===== config.mk =====
export PLATFORM = sky130hd
export DESIGN_NAME = cache_ref_ctrl
export DESIGN_NICKNAME = d
export VERILOG_FILES = /design/src/rtl/cache_ref_ctrl.sv
export SDC_FILE = /design/constraint.sdc
export NUM_CORES = 1
export LEC_CHECK = 0
export ABC_CLOCK_PERIOD_IN_PS = 4200
export CAP_MARGIN = 40
export CORE_AREA = 3 3 241 243
export CTS_CLUSTER_SIZE = 10
export DETAILED_ROUTE_END_ITERATION = 16
export DIE_AREA = 0 0 244 246
export GPL_TIMING_DRIVEN = 0
export PLACE_DENSITY = 0.58
export SLEW_MARGIN = 30
export SYNTH_ARGS = -nofsm -noshare
export SYNTH_HDL_FRONTEND = slang
export SYNTH_SLANG_ARGS = --single-unit
export TNS_END_PERCENT = 1

===== constraint.sdc =====
create_clock -name clk -period 4.2 [get_ports clk]
set_input_delay 0.84 -clock clk [delete_from_list [all_inputs] [get_ports clk]]
set_output_delay 0.84 -clock clk [all_outputs]
set_load 0.005 [all_outputs]

===== src/rtl/cache_ref_ctrl.sv =====
// Reference sequencer for the cache_set array: accepts one reference, searches, samples,
// updates the selected set, then returns hit/miss and read data while keeping statistics.
module cache_ref_ctrl #(
  parameter int unsigned ADDR_W   = 32,
  parameter int unsigned TAG_W    = 27,
  parameter int unsigned INDEX_W  = 2,
  parameter int unsigned NUM_SETS = 4,
  parameter int unsigned OFFSET_W = 3,
  parameter int unsigned DATA_W   = 64,
  parameter int unsigned CNT_W    = 32
) (
  input  logic                       clk,
  input  logic                       rst,
  input  logic                       req_valid,
  output logic                       req_ready,
  input  logic [ADDR_W-1:0]          req_addr,
  input  logic                       req_write,
  input  logic [DATA_W-1:0]          req_data,
  output logic [TAG_W-1:0]           set_tag,
  output logic                       set_state,
  output logic [NUM_SETS-1:0]        set_enable,
  output logic                       set_mem_write,
  output logic [DATA_W-1:0]          set_write_data,
  input  logic [NUM_SETS-1:0]        set_hit,
  input  logic [NUM_SETS*DATA_W-1:0] set_read_data,
  output logic                       resp_valid,
  output logic                       resp_hit,
  output logic [DATA_W-1:0]          resp_data,
  input  logic                       stat_clear,
  output logic [CNT_W-1:0]           ref_count,
  output logic [CNT_W-1:0]           hit_count,
  output logic [CNT_W-1:0]           miss_count
);

  typedef enum logic [2:0] {StIdle, StSearch, StSample, StUpdate, StResp} state_e;

  state_e               state_q, state_d;
  logic [TAG_W-1:0]     tag_q;
  logic [INDEX_W-1:0]   index_q;
  logic                 write_q;
  logic [DATA_W-1:0]    wdata_q;
  logic                 hit_q;
  logic [DATA_W-1:0]    rdata_q;
  logic [CNT_W-1:0]     ref_cnt_q, hit_cnt_q, miss_cnt_q;

  logic                 accept;
  logic                 sel_active;
  logic                 sel_hit;
  logic [DATA_W-1:0]    sel_rdata;
  logic [NUM_SETS-1:0]  index_onehot;

  // Offset bits only pick a byte within the line and play no part in set lookup.
  logic unused_offset;
  assign unused_offset = ^req_addr[OFFSET_W-1:0];

  assign accept       = (state_q == StIdle) && req_valid;
  assign sel_active   = (state_q == StSearch) || (state_q == StSample) || (state_q == StUpdate);
  assign sel_hit      = set_hit[index_q];
  assign sel_rdata    = set_read_data[index_q*DATA_W +: DATA_W];
  assign index_onehot = NUM_SETS'(1) << index_q;

  function automatic logic [CNT_W-1:0] sat_inc(input logic [CNT_W-1:0] v);
    return (v == {CNT_W{1'b1}}) ? v : v + 1'b1;
  endfunction

  always_comb begin
    state_d = state_q;
    unique case (state_q)
      StIdle:   if (req_valid) state_d = StSearch;
      StSearch: state_d = StSample;
      StSample: state_d = StUpdate;
      StUpdate: state_d = StResp;
      StResp:   state_d = StIdle;
      default:  state_d = StIdle;
    endcase
  end

  always_comb begin
    req_ready      = (state_q == StIdle);
    set_tag        = sel_active ? tag_q : '0;
    set_enable     = sel_active ? index_onehot : '0;
    set_state      = (state_q == StUpdate);
    set_mem_write  = (state_q == StUpdate) && write_q;
    set_write_data = (state_q == StUpdate) ? wdata_q : '0;
    resp_valid     = (state_q == StResp);
    resp_hit       = (state_q == StResp) && hit_q;
    resp_data      = ((state_q == StResp) && hit_q) ? rdata_q : '0;
  end

  always_ff @(posedge clk) begin
    if (rst) begin
      state_q <= StIdle;
      tag_q   <= '0;
      index_q <= '0;
      write_q <= 1'b0;
      wdata_q <= '0;
      hit_q   <= 1'b0;
      rdata_q <= '0;
    end else begin
      state_q <= state_d;
      if (accept) begin
        tag_q   <= req_addr[ADDR_W-1 -: TAG_W];
        index_q <= req_addr[OFFSET_W +: INDEX_W];
        write_q <= req_write;
        wdata_q <= req_data;
      end
      if (state_q == StSample) begin
        hit_q   <= sel_hit;
        rdata_q <= sel_rdata;
      end
    end
  end

  // A clear landing on the response cycle discards that reference's count.
  always_ff @(posedge clk) begin
    if (rst || stat_clear) begin
      ref_cnt_q  <= '0;
      hit_cnt_q  <= '0;
      miss_cnt_q <= '0;
    end else if (state_q == StResp) begin
      ref_cnt_q <= sat_inc(ref_cnt_q);
      if (hit_q) hit_cnt_q  <= sat_inc(hit_cnt_q);
      else       miss_cnt_q <= sat_inc(miss_cnt_q);
    end
  end

  assign ref_count  = ref_cnt_q;
  assign hit_count  = hit_cnt_q;
  assign miss_count = miss_cnt_q;

endmodule


Word level (Yosys, flattened, before mapping):

Index checks and enable logic that the tools add are counted.

* bits in registers: 258
* input port bits: 361

* add/subtract/negate cells: 3
* bitwise gates (word level): 4
* mux-type cells: 8
* shifts and indexed selects: 2
* reduce and logical (&&, ||, !) cells: 10
* magnitude comparators: 1
* equality and inequality tests: 8

Operator list (number)
* indexed part select 256 x 9 -> 64 bit: 1
* two-way mux 64 bit: 2
* adder 32 x 1 -> 32 bit (second input constant): 3
* equality test 32 bit (second input constant): 3
* two-way mux 27 bit: 1
* case mux 3 bit (4 select lines): 1
* equality test 3 x 2 -> 1 bit (second input constant): 2
* AND reduction 3 bit: 2
* two-way mux 4 bit: 1
* inverter 1 bit: 4
* << shifter 1 x 2 -> 4 bit (first input constant): 1
* equality test 3 x 1 -> 1 bit (second input constant): 1
* equality test 3 bit (second input constant): 1
* logical AND 1 bit: 3
* zero test 3 bit: 1
* logical OR 1 bit: 3
* < comparator 2 x 3 -> 1 bit (second input constant): 1
* two-way mux 3 bit: 1
* binary-select mux 1 bit (select 2 bit): 1
* != test 2 bit (second input constant): 1
* AND reduction 2 bit: 1
* two-way mux 1 bit: 1

Logic depth before layout (Yosys ltp):

Gate-level depths: netlist of run 1.

* word-level depth: 4
* mapped depth: 11
* mapped depth without buffers: 8

Worst setup path before layout of run 1:

No wires, ideal clock.

* kind: register to output
* from: reg state_q[1]
* to: out resp_data[10]
* required time: 3.360 ns
* cell stages (with the launch flop): 10
* path buffers: 4
* data arrival time: 1.731 ns
* setup slack: 1.629 ns
* cells stage by stage: dfxtp_1 > buf_2 > or3b_1 > buf_6 > inv_4 > nand2_4 > inv_6 > clkbuf_1 > clkbuf_1 > and2_1

* longest elaborated chain between the ends: 3

Ends and longest elaborated chain
* start, declared: line 37 `state_e state_q, state_d;`
* start signal, assigned: line 92 `state_q <= StIdle;`
* start signal, assigned: line 100 `state_q <= state_d;`
* equality test 3 bit: line 87 `resp_data = ((state_q == StResp) && hit_q) ? rdata_q : '0;`
* logical AND 1 bit: line 87
* two-way mux 64 bit: line 87
* end, declared: line 28 `output logic [DATA_W-1:0] resp_data,`

No other way between the ends.

Worst setup path after layout of run 1:

* from: reg state_q[1]
* to: out resp_data[25]

Same word-level chain as after synthesis.

==> results.tsv, run 1 <==
metric	value	unit
cts.root.buffer_cell	clkbuf_16	
n_fill_cell	5716	
die_area	60020	um2
wl	62480	um
grt_pass1_vias	14490	
fin_worst_skew	11.78	ps
grt_setup_unrepaired	false	
fin_crit	3971	ps
hp-class	register to register	
synth_cells	1575	
vias_per_cell	4.831	
crit_family	buffers and inverters	
antenna_found_initial	3	
path_clk_slew	60	ps
max_freq	0.2518	GHz
end_kind	output port	
synth_edf_count	0	
syn_nets	1939	
finalSetupViolations	0	
ir_worst_vdd	0.0002428	V
initial_core_util	23.31	%
final_common_cell	clkdlybuf4s50_1	
io_buffers	617	
ys_warn_count	0	
setup_tns	0	ps
power	6.792	mW
holdWs	448.1	ps
ctsResizeCount	0	
grt_max_degree	17	
crit_fanout	16	
grt_pass1_wl	90290	um
clk_latency	530	ps
synth.top_cell.area_share	39.44	%
areaGrowthSynthToFinish	63.94	%
fin_ws	228.5	ps
synth_ff_type	dfxtp_1	
cts_tree	yes	
dp_hpwl	50850	um
status	completed	
syn_area	13100	um2
start_kind	register	
syn_area_per_cell	8.314	um2
die_w	244	um
ys_types	54	
cts_sinks	258	
crit_type	register to output port	
hold_buffers	0	
yosys_register_bits	258	
ios	621	
drive_above_1_share	7.000	%
grt_usage	19.71	%
rows	87	
post-route-period-util	94.56	%
wl_per_cell	20.73	um
critical_path_required	3360	ps
post-cts-setup-buffers	0	
drc	0	
worstMarginPinSlew	848.3	ps
drv_cap	0	
layout_common_cells	clkdlybuf4s50_1 (617), nand2_1 (384), dfxtp_1 (258)	
first_pass_iters	5	
cts_made_buffers	36	
dpl_worst_slack	306.0	ps
critPathBufInv	6	
p_leak	7.082	nW
die-height	246	um
dr.first_iter.drc_count	799	
synth-async-reset-ratio	0	%
fp.coreArea	56170	um2
worstPathCellList	buf_2 -> or3b_1 -> buf_6 -> inv_4 -> nand2_4 -> inv_6 -> clkbuf_1 -> and2_1 -> clkdlybuf4s50_1	
detail-route-antenna-nets	0	
vias	14560	
final_hold_viol_count	0	
cp_slowest_stage_delay	560	ps
clock_path_buffers	3	
nets	2600	
slew_viol_final	0	
gp_congestion	0.9340	
ys_top_cells_by_area	dfxtp_1 (39%), mux4_2 (11%), nand2_1 (11%)	
grt_overflow_total	0	
crit_path_top_delay_cell	clkdlybuf4s50_1	
h-tree-depth	2	
ys_seq_area_share	39.44	%
powerDensity	316.4	nW/um2
crit_arrival	3130	ps
synth_top_area_cell	dfxtp_1	
relSlewSlack	43.23	%
[cells in the mapped netlist (4+ instances only)]
master / count
nand2_1: 384
dfxtp_1: 258
a21oi_1: 216
and2_1: 164
clkbuf_1: 97
mux4_2: 65
or3_1: 41
nor2_1: 37
o21ai_0: 34
nand3_1: 33
nand4_1: 32
or4_1: 27
o31ai_1: 25
xnor2_1: 17
nor4_1: 15
inv_1: 13
and4_1: 12
buf_1: 11
nor3_1: 11
a211oi_1: 9
mux2i_1: 9
and3_1: 8
o211ai_1: 8
buf_2: 7
o21a_1: 4
[stage by stage]
stage	instance area (um2)	util, %	std cells
4_1_cts	21420	38.14	3009
3_5_place_dp	20250	36.06	2951
3_3_place_gp	20220	35.99	2948
5_1_grt	21470	38.22	3013
2_1_floorplan	13100	-	1575
6_report	21470	38.22	3014
[registers in the layout (all words and copies together), names as in the netlist]
name and count:
wdata_q 64, tag_q 27, hit_q 1, hit_count 32, write_q 1, state_q 3, rdata_q 64, miss_count 32
index_q 2, ref_count 32
[metal layers]
metal / up-vias / part of all wire, % / GRT usage [%] / wire length (um)
met5: - / 0.040 / 0 / 25
met4: 4 / 4.5 / 8.508 / 2823
met2: 610 / 48 / 33.64 / 30280
met1: 6969 / 39 / 23.41 / 24400
met3: 112 / 7.9 / 5.148 / 4953
li1: 6866 / - / - / -
[final cells by class]
type                            instances  area (um2)  area share [%]
Antenna cell                            1       2.502         0.01166
Buffer                                117       466.7           2.174
Clock buffer                           47        1023           4.767
Clock inverter                         12       146.4          0.6819
Inverter                               15       63.81          0.2972
Multi-Input combinational cell       1184        7406           34.50
Sequential cell                       258        5165           24.06
Tap cell                              756       945.9           4.406
Timing Repair Buffer                  624        6248           29.11
[final timing paths]
kind | startpoint | to | slack, ps | depth (start not counted)
setup / recovery | state_q[1] | resp_data[25] | 230 | 9
hold / removal | wdata_q[38] | wdata_q[38] | 450 | 2
setup reg to reg | ref_count[1] | ref_count[1] | 1390 | 8
hold reg to reg | wdata_q[38] | wdata_q[38] | 450 | 2
[where the power goes]
group | switching [mW] | internal [mW]
clock | 1.17 | 1.89
sequential | 0.0625 | 2.57
combinational | 0.519 | 0.580
total | 1.75 | 5.04
[cells by family (layout without fill, tap and decap cells)]
group | Yosys count | after routing | synth area share [%]
other | 0 | 1 | 0
adder cells (fa/ha/maj) | 3 | 3 | 0.2867
multiplexers | 74 | 74 | 11.87
XOR/XNOR | 18 | 18 | 1.204
AND/OR/NAND/NOR | 780 | 780 | 29.74
AO/OA/AOI/OAI | 309 | 309 | 13.41
flip-flops | 258 | 258 | 39.44
buffers and inverters | 133 | 815 | 4.051
[worst register-to-register path, cell delays in order (launching register included)]
cell	delay, ps
dfxtp_1	430
ha_1	270
nand4_1	140
or3_1	430
nor4_2	610
buf_2	350
buf_2	260
o211ai_1	110
o31ai_1	120
(Power assumes the default switching activity.)
==> run 2: changes to the inputs <==
--- a/config.mk
+++ b/config.mk
@@ -6,7 +6,7 @@
 export NUM_CORES = 1
 export LEC_CHECK = 0
 export ABC_CLOCK_PERIOD_IN_PS = 4200
-export CAP_MARGIN = 40
+export CAP_MARGIN = 5
 export CORE_AREA = 3 3 241 243
 export CTS_CLUSTER_SIZE = 10
 export DETAILED_ROUTE_END_ITERATION = 16
==> results.tsv, run 2 (synthesized netlist as in run 1, its figures left out) <==
metric	value	unit
vias_per_cell	4.858	
n_fill_cell	5814	
fp.coreArea	56170	um2
final_area	21350	um2
areaGrowthSynthToFinish	63.01	%
drive_above_1_share	6.492	%
antenna_found_initial	10	
critPathBufInv	6	
worstPathCellList	buf_4 -> or3b_1 -> buf_6 -> inv_4 -> nand2_4 -> inv_6 -> clkbuf_1 -> and2_1 -> clkdlybuf4s50_1	
reg.largest.list	rdata_q x64, wdata_q x64	
r2r_slack	1400	ps
grt_max_degree	17	
rows	87	
detail-route-antenna-nets	0	
crit_path_top_delay_cell	clkdlybuf4s50_1	
hp-class	register to register	
io_buffers	617	
grt_overflow_total	0	
final_hold_viol_count	0	
p_int	4.895	mW
grt_setup_unrepaired	false	
first_pass_iters	5	
status	completed	
crit_arrival	3130	ps
drv_cap	0	
ir_worst_vdd	0.0002076	V
gp_congestion	0.9340	
powerDensity	309.6	nW/um2
cts_sinks	258	
placed_area	20230	um2
slew_viol_final	0	
crit_fanout	16	
nets	2592	
clock_path_buffers	3	
clk_latency	520	ps
fin_worst_skew	12.89	ps
switching_share	25.93	%
wl_per_cell	20.72	um
ios	621	
vias	14630	
cts.root.buffer_cell	clkbuf_16	
fin_crit	3969	ps
rr_worst_depth	8	
setup_tns	0	ps
h-tree-depth	2	
power_frac_clock	43.7	%
seq_power_share	39.8	%
die-height	246	um
cts_made_buffers	35	
comb_power_share	16.5	%
critical_path_required	3360	ps
finalSetupViolations	0	
max_freq	0.2519	GHz
start_kind	register	
grt_pass1_vias	14520	
cp_slowest_stage_delay	560	ps
grt_usage	19.63	%
wl	62380	um
endpoint	resp_data[25]	
netSwitchingPower	1.714	mW
critPathLaunch	state_q[2]	
end_kind	output port	
die_area	60020	um2
layout_common_cells	clkdlybuf4s50_1 (617), nand2_1 (384), dfxtp_1 (258)	
path_depth	9	
grt_pass1_wl	89550	um
path_clk_slew	50	ps
p_leak	7.003	nW
post-cts-setup-buffers	0	
r2r-start	ref_count[1]	
dr.first_iter.drc_count	797	
worstMarginPinSlew	854.0	ps
crit_family	buffers and inverters	
post-route-period-util	94.51	%
crit_type	register to output port	
drc	0	
dp_hpwl	50820	um
initial_core_util	23.31	%
timing.rr.end	ref_count[23]	
relSlewSlack	43.06	%
final_common_cell	clkdlybuf4s50_1	
die_w	244	um
cts_tree	yes	
-- run 2: cell types whose count changed in the layout (fill, tap and decap cells not counted), moves of 2 or more --
| cell | delta |
|---|---|
| buf_6 | -6 |
| clkbuf_1 | +6 |
| diode_2 | +5 |
| clkinv_2 | -4 |
| bufinv_16 | -2 |
-- run 2: per-stage QoR --
stage	utilization (%)	instances	worst slack [ps]	total power, mW	hold slack, ps
floorplan	-	1575	1629	3.149	431.7
global placement	35.99	2948	306.0	3.767	438.7
detailed placement	36.01	2948	304.4	3.780	442.1
CTS	37.96	3005	183.7	6.710	449.3
global route	37.99	3008	58.97	6.894	462.5
finish	38.00	3011	230.6	6.609	448.4
-- run 2: worst reg2reg max path, cell delays in order, from the launching register on --
cell and delay [ps]:
dfxtp_1 440, ha_1 270, nand4_1 130, or3_1 440
nor4_2 610, buf_2 340, buf_2 260, o21ai_0 120
a21oi_1 130
-- run 2: metal layers --
layer	part of all wire, %	vias to the layer above	global-route usage, %
met4	4.6	8	8.910
met5	0.085	-	0
met1	39	7013	22.89
met3	8.4	125	5.594
met2	48	621	33.48
li1	-	6861	-
-- run 2: what timing repair did --
action | 4_1_cts | 5_1_grt
hold buffers | 0 | 0
endpoints found under the hold margin | 0 | 0
endpoints found under the setup margin | 50 | 0
gates resized for setup | 0 | 0
-- run 2: worst min-delay path by stage --
stage	start	endpoint	slack [ps]	cells after the start
final	tag_q[8]	tag_q[8]	450	2
after global routing	rdata_q[21]	rdata_q[21]	460	2
after CTS	rdata_q[15]	rdata_q[15]	450	2
after detailed placement	rdata_q[15]	rdata_q[15]	440	2
after global placement	rdata_q[8]	rdata_q[8]	440	2
after floorplan	rdata_q[0]	rdata_q[0]	430	2
-- run 2: cell type report --
type / count / area (um2) / share of cell area [%]
sequential: 258 / 5165 / 24.20
timing repair buffer: 617 / 6176 / 28.93
clock inverter: 5 / 65.06 / 0.3048
inverter: 15 / 63.81 / 0.2989
clock buffer: 53 / 1035 / 4.847
buffer: 117 / 467.9 / 2.192
multi-input combinational: 1184 / 7413 / 34.73
antenna: 6 / 15.01 / 0.07034
tap: 756 / 945.9 / 4.431
-- run 2: power groups by stage --
stage	logic (mW)	registers (mW)	clock network, mW
floorplan	0.491	2.66	0
global placement	1.09	2.68	0
detailed placement	1.10	2.69	0
CTS	1.10	2.63	2.98
global route	1.18	2.65	3.07
finish	1.09	2.63	2.89
==> run 3: changes to the inputs <==
--- a/config.mk
+++ b/config.mk
@@ -5,7 +5,7 @@
 export SDC_FILE = /design/constraint.sdc
 export NUM_CORES = 1
 export LEC_CHECK = 0
-export ABC_CLOCK_PERIOD_IN_PS = 4200
+export ABC_CLOCK_PERIOD_IN_PS = 4990
 export CAP_MARGIN = 5
 export CORE_AREA = 3 3 241 243
 export CTS_CLUSTER_SIZE = 10
@@ -13,6 +13,7 @@
 export DIE_AREA = 0 0 244 246
 export GPL_TIMING_DRIVEN = 0
 export PLACE_DENSITY = 0.58
+export SKIP_LAST_GASP = 1
 export SLEW_MARGIN = 30
 export SYNTH_ARGS = -nofsm -noshare
 export SYNTH_HDL_FRONTEND = slang
==> constraint.sdc (replaced) <==
create_clock -name clk -period 4.99 [get_ports clk]
set_input_delay 0.998 -clock clk [delete_from_list [all_inputs] [get_ports clk]]
set_output_delay 0.998 -clock clk [all_outputs]
set_load 0.005 [all_outputs]
==> results.tsv, run 3 (synthesized netlist as in run 1, its figures left out) <==
metric	value	unit
status	completed	
die_w	244	um
post-cts-setup-buffers	0	
worstMarginPinSlew	851.0	ps
initial_core_util	23.31	%
antenna_found_initial	10	
worstHoldEndpoint	tag_q[8]	
grt_max_degree	11	
r2r_slack	2170	ps
final_hold_viol_count	0	
hold_start	tag_q[8]	
grt_setup_unrepaired	false	
fin_crit	4551	ps
crit_type	register to output port	
drv_cap	0	
grt_usage	19.64	%
stdcell_count	3011	
p_leak	7.004	nW
ir_worst_vdd	0.0001758	V
n_fill_cell	5813	
ios	621	
clk_latency	530	ps
wl	62450	um
crit_fanout	10	
gp_congestion	0.9340	
reg.largest.list	rdata_q x64, wdata_q x64	
timing.rr.end	ref_count[23]	
areaGrowthSynthToFinish	63.02	%
final_common_cell	clkdlybuf4s50_1	
setup_tns	0	ps
fin_worst_skew	14.46	ps
hold-path-cell-count	2	
dr.first_iter.drc_count	736	
r2r-start	ref_count[1]	
cts_made_buffers	35	
die_area	60020	um2
max_freq	0.2197	GHz
end_kind	output port	
final_area	21350	um2
first_pass_iters	7	
comb_power_share	16.5	%
detail-route-antenna-nets	0	
dp_hpwl	50820	um
cts_sinks	258	
start_kind	register	
hp-class	register to register	
vias	14650	
post-route-period-util	91.20	%
rr_worst_depth	8	
switching_share	25.94	%
ctsResizeCount	0	
finalSetupViolations	0	
grt_overflow_total	0	
hold_buffers	0	
powerDensity	260.6	nW/um2
drive_above_1_share	6.489	%
crit_arrival	3550	ps
grt_pass1_wl	89580	um
drc	0	
io_buffers	617	
p_int	4.120	mW
layout_common_cells	clkdlybuf4s50_1 (617), nand2_1 (384), dfxtp_1 (258)	
seq_power_share	39.8	%
cts_tree	yes	
clock_path_buffers	3	
h-tree-depth	2	
fp.coreArea	56170	um2
power_frac_clock	43.7	%
placed_cells	2948	
rows	87	
vias_per_cell	4.865	
nets	2593	
netSwitchingPower	1.443	mW
critical_path_required	3990	ps
path_clk_slew	60	ps
slew_viol_final	0	
relSlewSlack	43.27	%
grt_pass1_vias	14530	
wl_per_cell	20.74	um
cts.root.buffer_cell	clkbuf_16	
placed_area	20230	um2
die-height	246	um
run 3: cell count changes in the layout (fill, tap and decap cells not counted), sizes merged:
cell    delta
clkbuf     +1
diode      -1
run 3: per-stage QoR:
step | hold WS [ps] | total power [mW] | utilization, % | setup slack, ps
finish | 449.0 | 5.563 | 38.01 | 439.0
global route | 462.5 | 5.803 | 38.00 | 190.1
CTS | 449.3 | 5.648 | 37.97 | 347.2
detailed placement | 442.1 | 3.182 | 36.01 | 936.4
global placement | 438.7 | 3.171 | 35.99 | 938.0
floorplan | 431.7 | 2.650 | - | 2261
run 3: per-layer routing:
| metal | wire length [um] | share of wire, % | global-route usage (%) | up-vias |
|---|---|---|---|---|
| li1 | - | - | - | 6857 |
| met1 | 24220 | 39 | 22.91 | 7063 |
| met2 | 30150 | 48 | 33.48 | 591 |
| met3 | 5111 | 8.2 | 5.594 | 129 |
| met4 | 2921 | 4.7 | 8.892 | 8 |
| met5 | 53 | 0.085 | 0 | - |
run 3: layout make-up:
class / count / area (um2) / share of cell area (%)
repair buffers: 617 / 6176 / 28.93
diodes: 5 / 12.51 / 0.05861
inverters: 15 / 63.81 / 0.2989
clock inverters: 5 / 65.06 / 0.3048
well taps: 756 / 945.9 / 4.431
clock buffers: 53 / 1035 / 4.847
plain buffers: 118 / 471.7 / 2.210
multi-input cells: 1184 / 7413 / 34.73
flip-flops and latches: 258 / 5165 / 24.19
run 3: worst max-delay path, cell delays in order, from the launching register on:
cell and delay (ps):
dfxtp_1 300, buf_4 160, or3b_1 420, buf_6 180, inv_4 110, nand2_4 90
inv_6 120, clkbuf_1 460, clkbuf_1 360, and2_1 260, clkdlybuf4s50_1 560
run 3: worst max-delay path by stage:
stage | end | slack (ps) | cells after the start | from
after floorplan | resp_data[10] | 2260 | 9 | state_q[1]
after global placement | resp_data[33] | 940 | 10 | state_q[1]
after detailed placement | resp_data[33] | 940 | 10 | state_q[2]
after CTS | resp_data[25] | 350 | 10 | state_q[1]
after global routing | resp_data[25] | 190 | 10 | state_q[2]
final | resp_data[25] | 440 | 10 | state_q[2]
run 3: power by group through the flow:
stage | Clock (mW) | Sequential [mW] | Combinational [mW]
detailed placement | 0 | 2.26 | 0.922
CTS | 2.51 | 2.22 | 0.925
floorplan | 0 | 2.24 | 0.414
finish | 2.43 | 2.22 | 0.916
global route | 2.58 | 2.23 | 0.992
global placement | 0 | 2.26 | 0.915
